`config.mk`:
```
export PLATFORM = sky130hd
export DESIGN_NAME = rtc_core
export DESIGN_NICKNAME = d
export VERILOG_FILES = /design/src/rtl/rtc_pkg.sv /design/src/rtl/rtc_prescaler.sv /design/src/rtl/rtc_core.sv
export SDC_FILE = /design/constraint.sdc
export NUM_CORES = 1
export LEC_CHECK = 0
export CORE_MARGIN = 3
export CORE_UTILIZATION = 46
export DETAILED_ROUTE_END_ITERATION = 12
export PLACE_DENSITY_LB_ADDON = 0.2
export SLEW_MARGIN = 15
export SYNTH_ARGS = -nofsm -noshare
export SYNTH_HDL_FRONTEND = slang
export SYNTH_SLANG_ARGS = --single-unit
```
`constraint.sdc`:
```
create_clock -name clk -period 4.4 [get_ports clk]
set_input_delay 0.66 -clock clk [delete_from_list [all_inputs] [get_ports clk]]
set_output_delay 0.66 -clock clk [all_outputs]
set_load 0.05 [all_outputs]
```
`src/rtl/rtc_pkg.sv`:
```
// rtc_pkg: shared definitions for the time-of-day core.
//   rtc_state_e      : RUN / LOAD / EDIT / COMMIT controller states
//   FLD_SEC/MIN/HR   : cursor encodings carried on the pos output
//   SEC_MAX/MIN_MAX  : top value of the seconds and minutes fields
package rtc_pkg;

  typedef enum logic [1:0] {
    RUN    = 2'd0,
    LOAD   = 2'd1,
    EDIT   = 2'd2,
    COMMIT = 2'd3
  } rtc_state_e;

  localparam logic [1:0] FLD_SEC = 2'd0;
  localparam logic [1:0] FLD_MIN = 2'd1;
  localparam logic [1:0] FLD_HR  = 2'd2;

  localparam logic [5:0] SEC_MAX = 6'd59;
  localparam logic [5:0] MIN_MAX = 6'd59;

endpackage

```
`src/rtl/rtc_prescaler.sv`:
```
// rtc_prescaler: divides clk by DIV into a single-cycle tick enable.
//   clk, reset : system clock, asynchronous active-high reset
//   hold       : forces the counter to 0 and suppresses tick
//   tick       : high for one cycle when the counter sits at DIV-1
module rtc_prescaler #(
  parameter int DIV = 100000000
) (
  input  logic clk,
  input  logic reset,
  input  logic hold,
  output logic tick
);

  localparam int            CW   = (DIV > 1) ? $clog2(DIV) : 1;
  localparam logic [CW-1:0] LAST = CW'(DIV - 1);

  logic [CW-1:0] cnt;

  always_ff @(posedge clk or posedge reset) begin
    if (reset)
      cnt <= '0;
    else if (hold || cnt == LAST)
      cnt <= '0;
    else
      cnt <= cnt + CW'(1);
  end

  assign tick = !hold && (cnt == LAST);

endmodule

```
`src/rtl/rtc_core.sv`:
```
// rtc_core: clk-domain time-of-day counter with a button-driven editor
// and a top-of-hour chime window.
//   clk, reset          : system clock, asynchronous active-high reset
//   set_mod             : level, high requests edit mode
//   left/right          : cursor moves to next higher / lower field
//   up/down             : increment / decrement the field under the cursor
//   hours/minutes/secs  : displayed time (live in RUN, edit copy in EDIT)
//   pos                 : cursor field, 0 = sec, 1 = min, 2 = hr
//   tick                : one-cycle pulse per time increment
//   chime               : high for CHIME_SECS ticks after each hour rollover
// Optional build macro RTC_ALARM_EN adds alarm_en, alarm_hours,
// alarm_minutes and the single-cycle alarm_hit output.
module rtc_core #(
  parameter int CLK_HZ     = 100000000,
  parameter int TICK_HZ    = 1,
  parameter int HOUR_MOD   = 24,
  parameter int CHIME_SECS = 10
) (
  input  logic       clk,
  input  logic       reset,
  input  logic       set_mod,
  input  logic       left,
  input  logic       right,
  input  logic       up,
  input  logic       down,
`ifdef RTC_ALARM_EN
  input  logic       alarm_en,
  input  logic [4:0] alarm_hours,
  input  logic [5:0] alarm_minutes,
  output logic       alarm_hit,
`endif
  output logic [4:0] hours,
  output logic [5:0] minutes,
  output logic [5:0] seconds,
  output logic [1:0] pos,
  output logic       tick,
  output logic       chime
);

  import rtc_pkg::*;

  localparam int         DIV       = CLK_HZ / TICK_HZ;
  localparam logic [4:0] HR_MAX    = 5'(HOUR_MOD - 1);
  localparam logic [5:0] CHIME_LEN = 6'(CHIME_SECS);

  function automatic logic [5:0] wrap_inc(input logic [5:0] v, input logic [5:0] max);
    return (v >= max) ? 6'd0 : v + 6'd1;
  endfunction

  function automatic logic [5:0] wrap_dec(input logic [5:0] v, input logic [5:0] max);
    return (v == 6'd0) ? max : v - 6'd1;
  endfunction

  rtc_state_e state;
  logic [4:0] live_hr;
  logic [5:0] live_min, live_sec;
  logic [4:0] nxt_hr;
  logic [5:0] nxt_min, nxt_sec;
  logic [5:0] chime_left;

  rtc_prescaler #(.DIV(DIV)) u_prescaler (
    .clk  (clk),
    .reset(reset),
    .hold (state != RUN),
    .tick (tick)
  );

  // Live time advanced by one second, with carries.
  always_comb begin
    nxt_sec = wrap_inc(live_sec, SEC_MAX);
    nxt_min = live_min;
    nxt_hr  = live_hr;
    if (live_sec == SEC_MAX) begin
      nxt_min = wrap_inc(live_min, MIN_MAX);
      if (live_min == MIN_MAX)
        nxt_hr = 5'(wrap_inc({1'b0, live_hr}, {1'b0, HR_MAX}));
    end
  end

  // The display registers double as the edit registers: they track live
  // time in RUN and hold the pending edit in EDIT/COMMIT.
  always_ff @(posedge clk or posedge reset) begin
    if (reset) begin
      state      <= RUN;
      live_hr    <= '0;
      live_min   <= '0;
      live_sec   <= '0;
      hours      <= '0;
      minutes    <= '0;
      seconds    <= '0;
      pos        <= FLD_SEC;
      chime      <= 1'b0;
      chime_left <= '0;
`ifdef RTC_ALARM_EN
      alarm_hit  <= 1'b0;
`endif
    end else begin
`ifdef RTC_ALARM_EN
      alarm_hit <= 1'b0;
`endif
      case (state)
        RUN: begin
          if (tick) begin
            live_hr  <= nxt_hr;
            live_min <= nxt_min;
            live_sec <= nxt_sec;
            hours    <= nxt_hr;
            minutes  <= nxt_min;
            seconds  <= nxt_sec;
            if (nxt_min == 6'd0 && nxt_sec == 6'd0) begin
              chime      <= 1'b1;
              chime_left <= CHIME_LEN;
            end else if (chime) begin
              chime_left <= chime_left - 6'd1;
              if (chime_left == 6'd1)
                chime <= 1'b0;
            end
`ifdef RTC_ALARM_EN
            alarm_hit <= alarm_en && (nxt_hr == alarm_hours) &&
                         (nxt_min == alarm_minutes) && (nxt_sec == 6'd0);
`endif
          end
          if (set_mod)
            state <= LOAD;
        end
        LOAD: begin
          hours      <= live_hr;
          minutes    <= live_min;
          seconds    <= live_sec;
          pos        <= FLD_SEC;
          chime      <= 1'b0;
          chime_left <= '0;
          state      <= EDIT;
        end
        EDIT: begin
          // Adjust uses the cursor position from before any move this cycle.
          if (up != down) begin
            case (pos)
              FLD_SEC: seconds <= up ? wrap_inc(seconds, SEC_MAX) : wrap_dec(seconds, SEC_MAX);
              FLD_MIN: minutes <= up ? wrap_inc(minutes, MIN_MAX) : wrap_dec(minutes, MIN_MAX);
              FLD_HR:  hours   <= 5'(up ? wrap_inc({1'b0, hours}, {1'b0, HR_MAX})
                                        : wrap_dec({1'b0, hours}, {1'b0, HR_MAX}));
              default: ;
            endcase
          end
          if (left && !right)
            pos <= (pos == FLD_HR) ? FLD_SEC : pos + 2'd1;
          else if (right && !left)
            pos <= (pos == FLD_SEC) ? FLD_HR : pos - 2'd1;
          if (!set_mod)
            state <= COMMIT;
        end
        COMMIT: begin
          live_hr  <= hours;
          live_min <= minutes;
          live_sec <= seconds;
          state    <= RUN;
        end
        default: state <= RUN;
      endcase
    end
  end

endmodule

```
After elaboration in Yosys (flattened, before gate mapping)
Index checks and enable logic that the tools add are counted.
Widths: inputs -> output; s select.
{ "totals": {"reg_bits": 72, "input_bits": 7, "output_inout_bits": 21} }
{ "classes": {"addsub": 13, "n_lt_le_gt_ge": 6, "eq_ne": 19, "mux": 48, "n_reduce_logical": 28} }
{ "ops": {"columns": ["op", "count"], "rows": [
  ["$mux 6", 18],
  ["$mux 5", 9],
  ["$pmux 6 s2", 3],
  ["$pmux 6 s3", 2],
  ["$add 27x1->27 const B", 1],
  ["$eq 27x27->1 const B", 1],
  ["$mux 27", 1],
  ["$add 6x1->6 const B", 4],
  ["$ge 6x6->1 const B", 4],
  ["$logic_not 6->1", 4],
  ["$sub 6x1->6 const B", 3],
  ["$pmux 5 s3", 1],
  ["$eq 6x6->1 const B", 2],
  ["$mux 2", 6],
  ["$ne 2x2->1 const B", 6],
  ["$reduce_and 4->1", 3],
  ["$add 5x1->5 const B", 2],
  ["$ge 5x5->1 const B", 2],
  ["$pmux 5 s2", 1],
  ["$pmux 2 s4", 1],
  ["$reduce_and 2->1", 4],
  ["$reduce_bool 2->1", 4],
  ["$eq 2x2->1 const B", 3],
  ["$eq 6x1->1 const B", 1],
  ["other kinds (17)", 28]
]} }

Logic depth before layout (Yosys ltp)
{ "logic_depth": {"depth_word": 8, "depth_mapped": 10, "ltp_nobuf": 9} }

By module
Synthesis repeated with hierarchy kept, for this count alone.
{ "hier_totals": {"cells_unflattened": 655, "area_unflattened_um2": 5276.3} }
{ "by_module_without_submodules": {"columns": ["mod", "instances", "cells_per_inst", "area_each_um2"], "rows": [
  ["rtc_core", 1, 511, 3861.2],
  ["rtc_prescaler", 1, 144, 1415.1]
]} }

Worst setup path before layout
Ideal clock, no wire load.
{ "synth_path": {"path_type": "flip-flop to flip-flop", "start": "register live_sec[0]", "end": "register chime_left[3]", "arrival_ps": 2540, "required_time_ps": 4279, "path_slack_ps": 1739, "path_stages_with_launch": 10, "path_buffers": 1, "synth_period_minus_slack_ps": 2661, "path_cell_list": "dfrtp_1 ha_1 buf_2 and2b_1 nand2_2 o2bb2ai_1 or4_1 or3_1 a221o_1 a22o_1"} }
{ "synth_between": {"elab_chain_len": 7, "word_cells_on_any_way": 13} }
{ "synth_lines": {"columns": ["element", "line_no", "rtl"], "rows": [
  ["start, declared", "rtc_core.sv:56", "logic [5:0] live_min, live_sec;"],
  ["start signal, assigned", "rtc_core.sv:106", "live_sec <= nxt_sec;"],
  ["start signal, assigned", "rtc_core.sv:156", "live_sec <= seconds;"],
  ["$add 6x1->6, or another cell as far along", "rtc_core.sv:47", "return (v >= max) ? 6'd0 : v + 6'd1;"],
  ["$mux 6, on equally long branches", "rtc_core.sv:47, rtc_core.sv:73", null],
  ["$logic_not 6->1", "rtc_core.sv:110", "if (nxt_min == 6'd0 && nxt_sec == 6'd0) begin"],
  ["$logic_and 1x1->1 *", "rtc_core.sv:110", null],
  ["$mux 6", "rtc_core.sv:110", null],
  ["$mux 6", "rtc_core.sv:103", "if (tick) begin"],
  ["$pmux 6 s2", "rtc_core.sv:101", "case (state)"],
  ["end signal, assigned", "rtc_core.sv:114", "chime_left <= chime_left - 6'd1;"],
  ["end, declared", "rtc_core.sv:59", "logic [5:0] chime_left;"]
]} }
Every way passes the cells marked *; elsewhere a longest branch is shown, timed or not. The select of a mux whose other input is x is not followed.
A chain may end at the register's enable or synchronous reset.

Worst setup path in the final report
{ "layout_path": {"start": "register u_prescaler.cnt[11]", "end": "output tick"} }
{ "layout_between": {"elab_chain_len": 2} }
{ "layout_lines": {"columns": ["element", "line_no", "rtl"], "rows": [
  ["start, declared", "rtc_prescaler.sv:17", "logic [CW-1:0] cnt;"],
  ["start signal, assigned", "rtc_prescaler.sv:25", "cnt <= cnt + CW'(1);"],
  ["$eq 27x27->1", "rtc_prescaler.sv:28", "assign tick = !hold && (cnt == LAST);"],
  ["$logic_and 1x1->1", "rtc_prescaler.sv:28", null],
  ["end, declared", "rtc_core.sv:36", "output logic tick,"]
]} }
Every way passes these cells.

==> qor.csv <==
metric;value;unit
Main synth FF type;dfrtp_1;
Synth async-reset ratio;1.000;
largest net degree at the start of global routing;41;
Synth Net Count;678;
RSZ-0062 raised after global routing;no;
Final Hold Viols;0;
CTS Hold Bufs;0;
root buffer selected by CTS;clkbuf_16;
main combinational cell family by area after synthesis;simple AND/OR/NAND/NOR gates;
antenna cells;0;
Final WS setup;1024;ps
share of the synthesized area in the top cell type;0.3444;
row count;38;
number of global-route vias before repair;4466;
# port buffers;27;
initial antenna violation count;0;
CTS clk-pin slew, worst paths;60;ps
post-synthesis cell type count;60;
largest cells by area after synthesis;dfrtp_1 34%, o21ai_0 5.9%, ha_1 5.7%;
Syn-to-layout area delta;11.67;%
final setup vio count;0;
synthesis-stage register bit count;72;
TritonRoute pass-1 iters;5;
DR vias/cell;5.901;
Synth Area in Adders;0.05740;
Layout Nets;681;
Fin Setup TNS;0;ps
hpwl dp;8.767;mm
WL per Instance;15.96;microns
Ports;28;
Starting Density;0.4763;
worst min path class;flop to flop;
Worst-Skew Late Latency;350;ps
Peak VDD IR;376.4;uV
crit end category;primary output;
TritonCTS clock tree;built;
gr ovfl total;0;
status;finished, final reports clean;
worst slack, placed;1129;ps
Slew HR;0.2329;
# fillers;1043;
Worst-Margin Slew;1151;ps
CTS Buffer Depth;2;
post-synthesis mux area share;0.04186;
Power per Cell Area;673.2;nW/um^2
Compound-Gate Fraction of Synth Area;0.1985;
Post-Synth Simple-Gate Area;0.2399;
Die ar.;12690;sq um
post-CTS resize count;0;
ANT nets after route;0;
EDFF count, synth;0;
most common cell in the synthesized netlist;dfrtp_1;
Routed WL;12.69;mm
Final min period;3376;ps
clock sink count;72;
Post-synth top cells;72 x dfrtp_1, 68 x nor2_1, 67 x nand2_1;
Hold WS;486.3;ps
synth warn;0;
CP max FO;5;
fmax;0.2962;GHz
FF/Latch Area;1802;sq um
global-route wire length before repair;22.13;mm
Post-Synth XOR/XNOR Area;0.06530;
Setup Skew;14.60;ps
total CTS buffers;9;
Die H;112.6;microns
area of the multi-input gates;3169;sq um
Post-CTS Setup Bufs;0;
synthesized instance count;647;
chip width;112.6;microns
H-tree depth;3;
Remaining DRCs;0;
final instance area;5842;sq um
layout cells sized above 1;0.05802;
Tot GR Track Use;0.2104;
# Max-Cap Violations;0;
Leakage;2.356;nW
largest area contributor in the netlist;dfrtp_1;
Vias;4691;
CP arrival;2720;ps
Avg Cell Area, Syn;8.085;sq um
Placer Congestion;0.8840;
Final period util;0.7672;
fin. max-slew vios;0;
CP Class;flop to primary output;
DRC violation total after the first TritonRoute iteration;262;
sequential cell area fraction in the yosys report;0.3444;
Placed Instance Area;5552;sq um
CP required;3740;ps
CP Launch Type;flop;
core area;10980;sq um
Post-Syn Area;5231;sq um
==> worst paths after layout <==
check	startpoint	endpoint	slack [ps]	cells after the start
min in group asynchronous	reset	hours[4]	820	2
worst max-delay path	u_prescaler.cnt[11]	tick	1020	5
worst max register to register	live_sec[0]	chime_left[3]	1060	8
worst min-delay path	u_prescaler.cnt[0]	u_prescaler.cnt[0]	490	1
max in group asynchronous	reset	u_prescaler.cnt[24]	2610	3
worst min register to register	u_prescaler.cnt[0]	u_prescaler.cnt[0]	490	1
==> metrics by stage <==
| step | utilization | total power, mW | instances |
|---|---|---|---|
| 2_1_floorplan | - | 2.672 | 647 |
| 3_3_place_gp | 0.5055 | 3.174 | 779 |
| 3_5_place_dp | 0.5055 | 3.208 | 779 |
| 4_1_cts | 0.5319 | 3.940 | 795 |
| 5_1_grt | 0.5319 | 4.238 | 795 |
| 6_report | 0.5319 | 3.933 | 795 |
==> report_power, final <==
part | switching [mW] | leakage (nW) | internal, mW
Combinational | 1.29 | 1.25 | 0.783
Clock | 0.310 | 0.140 | 0.404
Sequential | 0.329 | 0.967 | 0.820
Total | 1.93 | 2.36 | 2.01
==> per-layer routing <==
metal / up-vias / track usage / wire (microns)
met1: 2277 / 0.3002 / 6165
met3: 11 / 0.04367 / 554
met4: 0 / 0.05609 / 138
met5: - / 0 / 0
li1: 2300 / - / -
met2: 103 / 0.3258 / 5831
==> critical path: stages, from the launching register on <==
cell	delay, ps
dfrtp_1	420
nor4_1	320
nand4_1	230
nor3_1	290
and3_1	280
clkdlybuf4s50_1	830
==> cell usage in the layout (no fill, tap or decap), types with 9 or more instances in the layout <==
cell | Yosys | routed
dfrtp_1 | 72 | 72
nor2_1 | 68 | 68
nand2_1 | 67 | 67
o21ai_0 | 62 | 62
a21oi_1 | 41 | 40
nand3_1 | 34 | 34
clkdlybuf4s50_1 | 0 | 27
inv_1 | 26 | 25
ha_1 | 24 | 24
xnor2_1 | 21 | 21
and3_1 | 18 | 18
xor2_1 | 18 | 18
nor3_1 | 16 | 16
mux2i_1 | 14 | 14
o211ai_1 | 12 | 12
nand4_1 | 11 | 11
clkbuf_16 | 0 | 9
==> cell type report <==
class	count	area share
Timing Repair Buffer	32	0.05269
Inverter	26	0.01671
Tap cell	140	0.02999
Multi-Input combinational cell	509	0.5425
Clock inverter	6	0.008781
Clock buffer	10	0.04091
Sequential cell	72	0.3084
==> logic make-up after synthesis <==
family          after synthesis
fa+ha+maj                    24
xor+xnor                     39
buf+inv                      66
flops                        72
mux                          21
compound gates              167
simple gates                258
==> registers in the layout, summed over array words and instances, names as in the netlist, 5 cells and up <==
| name | cells |
|---|---|
| minutes | 6 |
| u_prescaler.cnt | 27 |
| hours | 5 |
| live_sec | 6 |
| chime_left | 6 |
| live_min | 6 |
| seconds | 6 |
| live_hr | 5 |
Power figures use the tool's default switching activity.
